`src/rtl/sde_pkg.sv`:
```
// Shared types and constants for the SDE PCIS write path.
// State encoding, AXI response codes and the PCIS beat size.
package sde_pkg;

    typedef enum logic {
        IDLE = 1'b0,
        DATA = 1'b1
    } sde_wr_state_t;

    localparam logic [1:0] AXI_RESP_OKAY = 2'b00;

    localparam int PCIS_BEAT_BYTES = 64;

endpackage

```
`src/rtl/sde_ps_bresp_fifo.sv`:
```
// Small synchronous FIFO holding the IDs of completed write bursts.
// Head entry reads as zero while the FIFO is empty.
module sde_ps_bresp_fifo #(
    parameter int W     = 16,
    parameter int DEPTH = 4
) (
    input  logic                       clk,
    input  logic                       rst,
    input  logic                       i_push,
    input  logic [W-1:0]               i_wdata,
    input  logic                       i_pop,
    output logic [W-1:0]               o_rdata,
    output logic                       o_full,
    output logic                       o_empty,
    output logic [$clog2(DEPTH):0]     o_count
);

    localparam int AW = $clog2(DEPTH);
    localparam int CW = AW + 1;

    logic [W-1:0]  r_mem [DEPTH];
    logic [AW-1:0] r_wptr;
    logic [AW-1:0] r_rptr;
    logic [CW-1:0] r_count;

    // Storage array; contents are only meaningful between push and pop.
    always_ff @(posedge clk) begin
        if (i_push) begin
            r_mem[r_wptr] <= i_wdata;
        end
    end

    // Pointers and occupancy; push and pop in one cycle leave the count unchanged.
    always_ff @(posedge clk) begin
        if (rst) begin
            r_wptr  <= '0;
            r_rptr  <= '0;
            r_count <= '0;
        end else begin
            if (i_push) begin
                r_wptr <= r_wptr + AW'(1);
            end
            if (i_pop) begin
                r_rptr <= r_rptr + AW'(1);
            end
            r_count <= r_count + CW'(i_push) - CW'(i_pop);
        end
    end

    assign o_empty = (r_count == '0);
    assign o_full  = (r_count == CW'(DEPTH));
    assign o_count = r_count;
    assign o_rdata = o_empty ? '0 : r_mem[r_rptr];

endmodule

```
`src/rtl/sde_ps_wr_fsm.sv`:
```
// PCIS write-address front end: one AW burst at a time, per-beat
// address generation for the accumulator, B responses via an ID FIFO.
module sde_ps_wr_fsm
    import sde_pkg::*;
#(
    parameter int PCIS_DATA_WIDTH  = 512,
    parameter int PCIS_ADDR_WIDTH  = 64,
    parameter int PCIS_ID_WIDTH    = 16,
    parameter int BRESP_FIFO_DEPTH = 4
) (
    input  logic                       clk,
    input  logic                       rst,
    input  logic [PCIS_ID_WIDTH-1:0]   pcis_awid,
    input  logic [PCIS_ADDR_WIDTH-1:0] pcis_awaddr,
    input  logic [7:0]                 pcis_awlen,
    input  logic                       pcis_awvalid,
    output logic                       pcis_awready,
    input  logic                       pcis_wvalid,
    input  logic                       pcis_wready,
    input  logic                       pcis_wlast,
    output logic [PCIS_ID_WIDTH-1:0]   pcis_bid,
    output logic [1:0]                 pcis_bresp,
    output logic                       pcis_bvalid,
    input  logic                       pcis_bready,
    output logic                       pcis_req_wr,
    output logic [PCIS_ADDR_WIDTH-1:0] pcis_req_addr,
    output logic                       wlast_error
);

    localparam int BEAT = PCIS_DATA_WIDTH / 8;
    localparam int CW   = $clog2(BRESP_FIFO_DEPTH) + 1;

    localparam logic [PCIS_ADDR_WIDTH-1:0] BEAT_MASK = PCIS_ADDR_WIDTH'(BEAT - 1);
    localparam logic [PCIS_ADDR_WIDTH-1:0] BEAT_INC  = PCIS_ADDR_WIDTH'(BEAT);

    sde_wr_state_t              r_state;
    logic                       r_awready;
    logic                       r_req_wr;
    logic [PCIS_ADDR_WIDTH-1:0] r_req_addr;
    logic                       r_wlast_err;
    logic [PCIS_ID_WIDTH-1:0]   r_id;
    logic [7:0]                 r_len;
    logic [7:0]                 r_beat_cnt;

    logic                       w_aw_hs;
    logic                       w_beat;
    logic                       w_last;
    logic                       w_push;
    logic                       w_pop;
    logic                       w_full;
    logic                       w_empty;
    logic [CW-1:0]              w_count;
    logic [CW-1:0]              w_count_nxt;
    logic                       w_full_nxt;
    logic [PCIS_ID_WIDTH-1:0]   w_head_id;

    assign w_aw_hs     = pcis_awvalid & r_awready;
    assign w_beat      = (r_state == DATA) & pcis_wvalid & pcis_wready;
    assign w_last      = (r_beat_cnt == r_len);
    assign w_push      = w_beat & w_last;
    assign w_pop       = ~w_empty & pcis_bready;
    assign w_count_nxt = w_count + CW'(w_push) - CW'(w_pop);
    // Look-ahead full lets awready rise right after a pop and
    // guarantees a burst is never accepted without a free B slot.
    assign w_full_nxt  = (w_count_nxt == CW'(BRESP_FIFO_DEPTH));

    sde_ps_bresp_fifo #(
        .W     (PCIS_ID_WIDTH),
        .DEPTH (BRESP_FIFO_DEPTH)
    ) u_bfifo (
        .clk     (clk),
        .rst     (rst),
        .i_push  (w_push),
        .i_wdata (r_id),
        .i_pop   (w_pop),
        .o_rdata (w_head_id),
        .o_full  (w_full),
        .o_empty (w_empty),
        .o_count (w_count)
    );

    // Burst FSM: AW capture, beat counting, address stepping, wlast check.
    always_ff @(posedge clk) begin
        if (rst) begin
            r_state     <= IDLE;
            r_awready   <= 1'b0;
            r_req_wr    <= 1'b0;
            r_req_addr  <= '0;
            r_wlast_err <= 1'b0;
            r_id        <= '0;
            r_len       <= '0;
            r_beat_cnt  <= '0;
        end else begin
            r_wlast_err <= 1'b0;
            case (r_state)
                IDLE: begin
                    r_awready <= ~w_full_nxt;
                    if (w_aw_hs) begin
                        r_awready  <= 1'b0;
                        r_id       <= pcis_awid;
                        r_len      <= pcis_awlen;
                        r_beat_cnt <= '0;
                        r_req_addr <= pcis_awaddr;
                        r_req_wr   <= 1'b1;
                        r_state    <= DATA;
                    end
                end
                DATA: begin
                    r_awready <= 1'b0;
                    if (w_beat) begin
                        r_wlast_err <= pcis_wlast ^ w_last;
                        if (w_last) begin
                            r_req_wr  <= 1'b0;
                            r_awready <= ~w_full_nxt;
                            r_state   <= IDLE;
                        end else begin
                            r_beat_cnt <= r_beat_cnt + 8'd1;
                            r_req_addr <= (r_req_addr & ~BEAT_MASK) + BEAT_INC;
                        end
                    end
                end
                default: r_state <= IDLE;
            endcase
        end
    end

    assign pcis_awready  = r_awready;
    assign pcis_req_wr   = r_req_wr;
    assign pcis_req_addr = r_req_addr;
    assign wlast_error   = r_wlast_err;
    assign pcis_bvalid   = ~w_empty;
    assign pcis_bid      = w_head_id;
    assign pcis_bresp    = AXI_RESP_OKAY;

    logic w_unused;
    assign w_unused = w_full;

endmodule

```
`config.mk`:
```
export PLATFORM = sky130hd
export DESIGN_NAME = sde_ps_wr_fsm
export DESIGN_NICKNAME = d
export VERILOG_FILES = /design/src/rtl/sde_pkg.sv /design/src/rtl/sde_ps_bresp_fifo.sv /design/src/rtl/sde_ps_wr_fsm.sv
export SDC_FILE = /design/constraint.sdc
export NUM_CORES = 1
export LEC_CHECK = 0
export CAP_MARGIN = 20
export CELL_PAD_IN_SITES_DETAIL_PLACEMENT = 0
export CELL_PAD_IN_SITES_GLOBAL_PLACEMENT = 1
export CORE_MARGIN = 5
export CORE_UTILIZATION = 43
export CTS_BUF_LIST = sky130_fd_sc_hd__clkbuf_4
export DETAILED_ROUTE_END_ITERATION = 10
export MAX_ROUTING_LAYER = met4
export PLACE_DENSITY_LB_ADDON = 0.1
export SYNTH_ARGS = -nofsm -noshare
export SYNTH_HDL_FRONTEND = slang
export SYNTH_SLANG_ARGS = --single-unit
```
`constraint.sdc`:
```
create_clock -name clk -period 4.2 [get_ports clk]
set_input_delay 0.84 -clock clk [delete_from_list [all_inputs] [get_ports clk]]
set_output_delay 0.84 -clock clk [all_outputs]
set_load 0.02 [all_outputs]
```
==> impl_metrics.tcl <==
set metrics [dict create \
    status "completed" \
    r2r_slack_ps 1200 \
    critPathKind "flip-flop to primary output" \
    fin_nets 1148 \
    cts_made_buffers 17 \
    register_area_sq_mm 0.00411 \
    drt-pass1-iter-count 5 \
    finalNonFillerCells 1323 \
    fmax_mhz 295 \
    multiInputGateArea_sq_mm 0.00395 \
    die-width_microns 150 \
    slew_viol_final 0 \
    cp.arrival_ps 2550 \
    synth_top_flop_cell "dfxtp_1" \
    synth_edf_count 64 \
    p_per_area_mw_per_mm2 456 \
    cts.repair.resized 0 \
    dpl.cell_count 1290 \
    core_sq_mm 0.0193 \
    die_y_microns 150 \
    grtUsageTotal_pct 21.7 \
    skew_ps 25.6 \
    critPathRequiredTime_ps 3360 \
    first_global_vias 6944 \
    initial_core_util_pct 43.3 \
    p_leak_nw 3.44 \
    numPortBuffers 178 \
    drive_gt1_share_pct 7.38 \
    cts_tree "built" \
    clk_path_buf_depth 2 \
    grt_antenna_before_repair 1 \
    overflow 0 \
    relSlewSlack_pct 40.3 \
    period_needed_ps 3390 \
    period_share_pct 80.8 \
    finalInstanceArea_sq_mm 0.0107 \
    fillers 1801 \
    vdd_drop_max_mv 0.152 \
    wire_per_inst_microns 17.9 \
    yosysWarnings 0 \
    ys_seq_area_share_pct 49.0 \
    cp_slowest_cell "dfxtp_1" \
    drt-total-wl_microns 23700 \
    synthArstFlopShare_pct 0 \
    syn_inst 897 \
    cts_hold_buf 0 \
    post_cts_buffers 0 \
    end_kind "primary output" \
    hold_viol_final 0 \
    area_delta_synth_final_pct 27.2 \
    rsz0062_at_grt "no" \
    rows 51 \
    synthDistinctLibCells 61 \
    io_pins 181 \
    final_core_util_pct 55.1 \
    max_cap_violations 0 \
    tightest_slew_ps 895 \
    finalSetupTns_ps 0 \
    drc_errors 0 \
    final.setup.worst_slack_ps 805 \
    worstSetupStartpointType "flip-flop" \
    htreeDepth 4 \
    die_area_sq_mm 0.0224 \
    grt_pass1_wl_microns 37500 \
    synth_area_per_cell_sq_um 9.33 \
    ys_ff_latch 173 \
    hp-class "flip-flop to flip-flop" \
    synth.cell_area_sq_mm 0.00837 \
    cts.sinks 173 \
    path_max_fanout 16 \
    clk_pin_slew_ps 170 \
    ant_nets 0 \
    vias 7283 \
    clk-insertion-delay-late_ps 560 \
    routed_via_density 5.50 \
    initialDrtViolationCount 459 \
    crit_path_max_incr_delay_ps 860 \
    path_cells "mux4_2, and2_1, clkdlybuf4s50_1" \
    place_ws_ps 511 \
    crit_buf_inv 1 \
    place.gp.congestion 0.810 \
    post_dp_cell_area_sq_mm 0.0103 \
    grt_max_degree 82 \
    dp_hpwl_microns 16000 \
    cp_top_family "flip-flops" \
    finalSetupViolCount 0 \
    cts_root_buf "clkbuf_4" \
]
-- registers in the layout (all words and copies together), names as in the netlist, named ones only --
register         cells
pcis_awready         1
pcis_req_addr       64
r_len                8
u_bfifo.o_count      3
wlast_error          1
r_beat_cnt           8
r_id                16
u_bfifo.r_rptr       2
r_state              1
pcis_req_wr          1
u_bfifo.r_mem       64
u_bfifo.r_wptr       2
-- final cells by class --
type | instances | share of cell area (%)
Sequential cell | 173 | 38.5
Clock inverter | 15 | 1.62
Timing Repair Buffer | 191 | 17.7
Multi-Input combinational cell | 641 | 37.1
Inverter | 20 | 0.705
Antenna cell | 1 | 0.0235
Clock buffer | 17 | 1.20
Tap cell | 265 | 3.11
-- worst reg2reg max path: cells and delay by family, from the launching register on --
family	cells	cell delay [ps]
flip-flops	1	460
XOR/XNOR	3	450
AO/OA/AOI/OAI	1	70
AND/OR/NAND/NOR	3	980
adder cells (fa/ha/maj)	3	840
buffers and inverters	2	90
-- cell usage after synthesis (8+ instances only) --
master	count	area share, %
mux4_2	16	4.3
a31oi_1	8	0.60
and3_1	8	0.60
nor2b_1	15	1.1
nand4_1	24	1.8
clkbuf_1	56	2.5
a21oi_1	109	6.5
nor4_1	15	1.1
nor2_1	48	2.2
dfxtp_1	109	26
and2_1	23	1.7
o21ai_0	46	2.8
edfxtp_1	64	23
o21a_1	11	0.99
o32ai_1	12	1.3
nor3_1	29	1.7
xnor2_1	17	1.8
inv_1	19	0.85
nand2_1	127	5.7
nand3_1	39	2.3
ha_1	8	1.2
-- layer usage --
metal,wire (microns),up-vias,part of all wire (%),global-route usage (%)
met5,0,-,0,-
met4,256,0,1.1,4.67
met3,1060,24,4.5,3.76
met2,11700,171,50,35.4
met1,10600,3507,45,28.5
li1,-,3581,-,-
-- report_power, final --
part / switching [mW] / leakage [nW] / total (mW) / internal, mW
registers: 0.222 / 1.50 / 2.14 / 1.92
clock network: 0.655 / 0.163 / 0.984 / 0.330
logic: 0.933 / 1.78 / 1.73 / 0.795
total: 1.81 / 3.44 / 4.85 / 3.04
-- stage by stage --
| stage | hold slack [ps] | power (mW) |
|---|---|---|
| floorplan | 450 | 3.18 |
| global placement | 454 | 3.91 |
| detailed placement | 460 | 3.92 |
| CTS | 479 | 4.91 |
| global route | 493 | 5.14 |
| finish | 480 | 4.85 |
-- placed cells by master (no fill, tap or decap), drive strengths merged, types with 3 or more instances in the layout --
master | synthesis | final
a211oi | 6 | 6
a21oi | 109 | 109
a22oi | 6 | 6
a31oi | 8 | 8
a32o | 3 | 3
a41oi | 3 | 3
and2 | 23 | 23
and3 | 8 | 8
buf | 8 | 14
clkbuf | 56 | 17
clkdlybuf4s50 | 0 | 177
clkinv | 1 | 6
dfxtp | 109 | 109
edfxtp | 64 | 64
ha | 8 | 8
inv | 19 | 28
mux2i | 5 | 5
mux4 | 16 | 16
nand2 | 128 | 128
nand3 | 39 | 39
nand3b | 3 | 3
nand4 | 26 | 26
nor2 | 48 | 48
nor2b | 15 | 15
nor3 | 29 | 29
nor4 | 20 | 20
o21a | 11 | 11
o21ai | 46 | 46
o2bb2ai | 4 | 4
o31ai | 6 | 6
o32ai | 13 | 13
o41ai | 3 | 3
or3 | 6 | 6
xnor2 | 17 | 17
-- cells by family (layout without fill, tap and decap cells) --
family                     Yosys count  after routing  share of synthesized area, %
other                                1              3                        0.0448
buffers and inverters               84            243                          3.95
DFF                                173            173                          49.0
AOI/OAI and AO/OA                  232            232                          16.8
adders and majority gates            9              9                          1.44
and+or+nand+nor                    358            358                          21.9
muxes                               21             21                          4.90
xor gates and xnor gates            19             19                          1.99
-- worst paths after layout --
kind / startpoint / endpoint / depth (start not counted)
max reg2reg: r_beat_cnt[2] / pcis_awready / 12
min: pcis_req_addr[4] / pcis_req_addr[4] / 2
min reg2reg: pcis_req_addr[4] / pcis_req_addr[4] / 2
max: flip-flop / pcis_bid[5] / 3
Note: power is estimated with default switching activity, not from simulation.
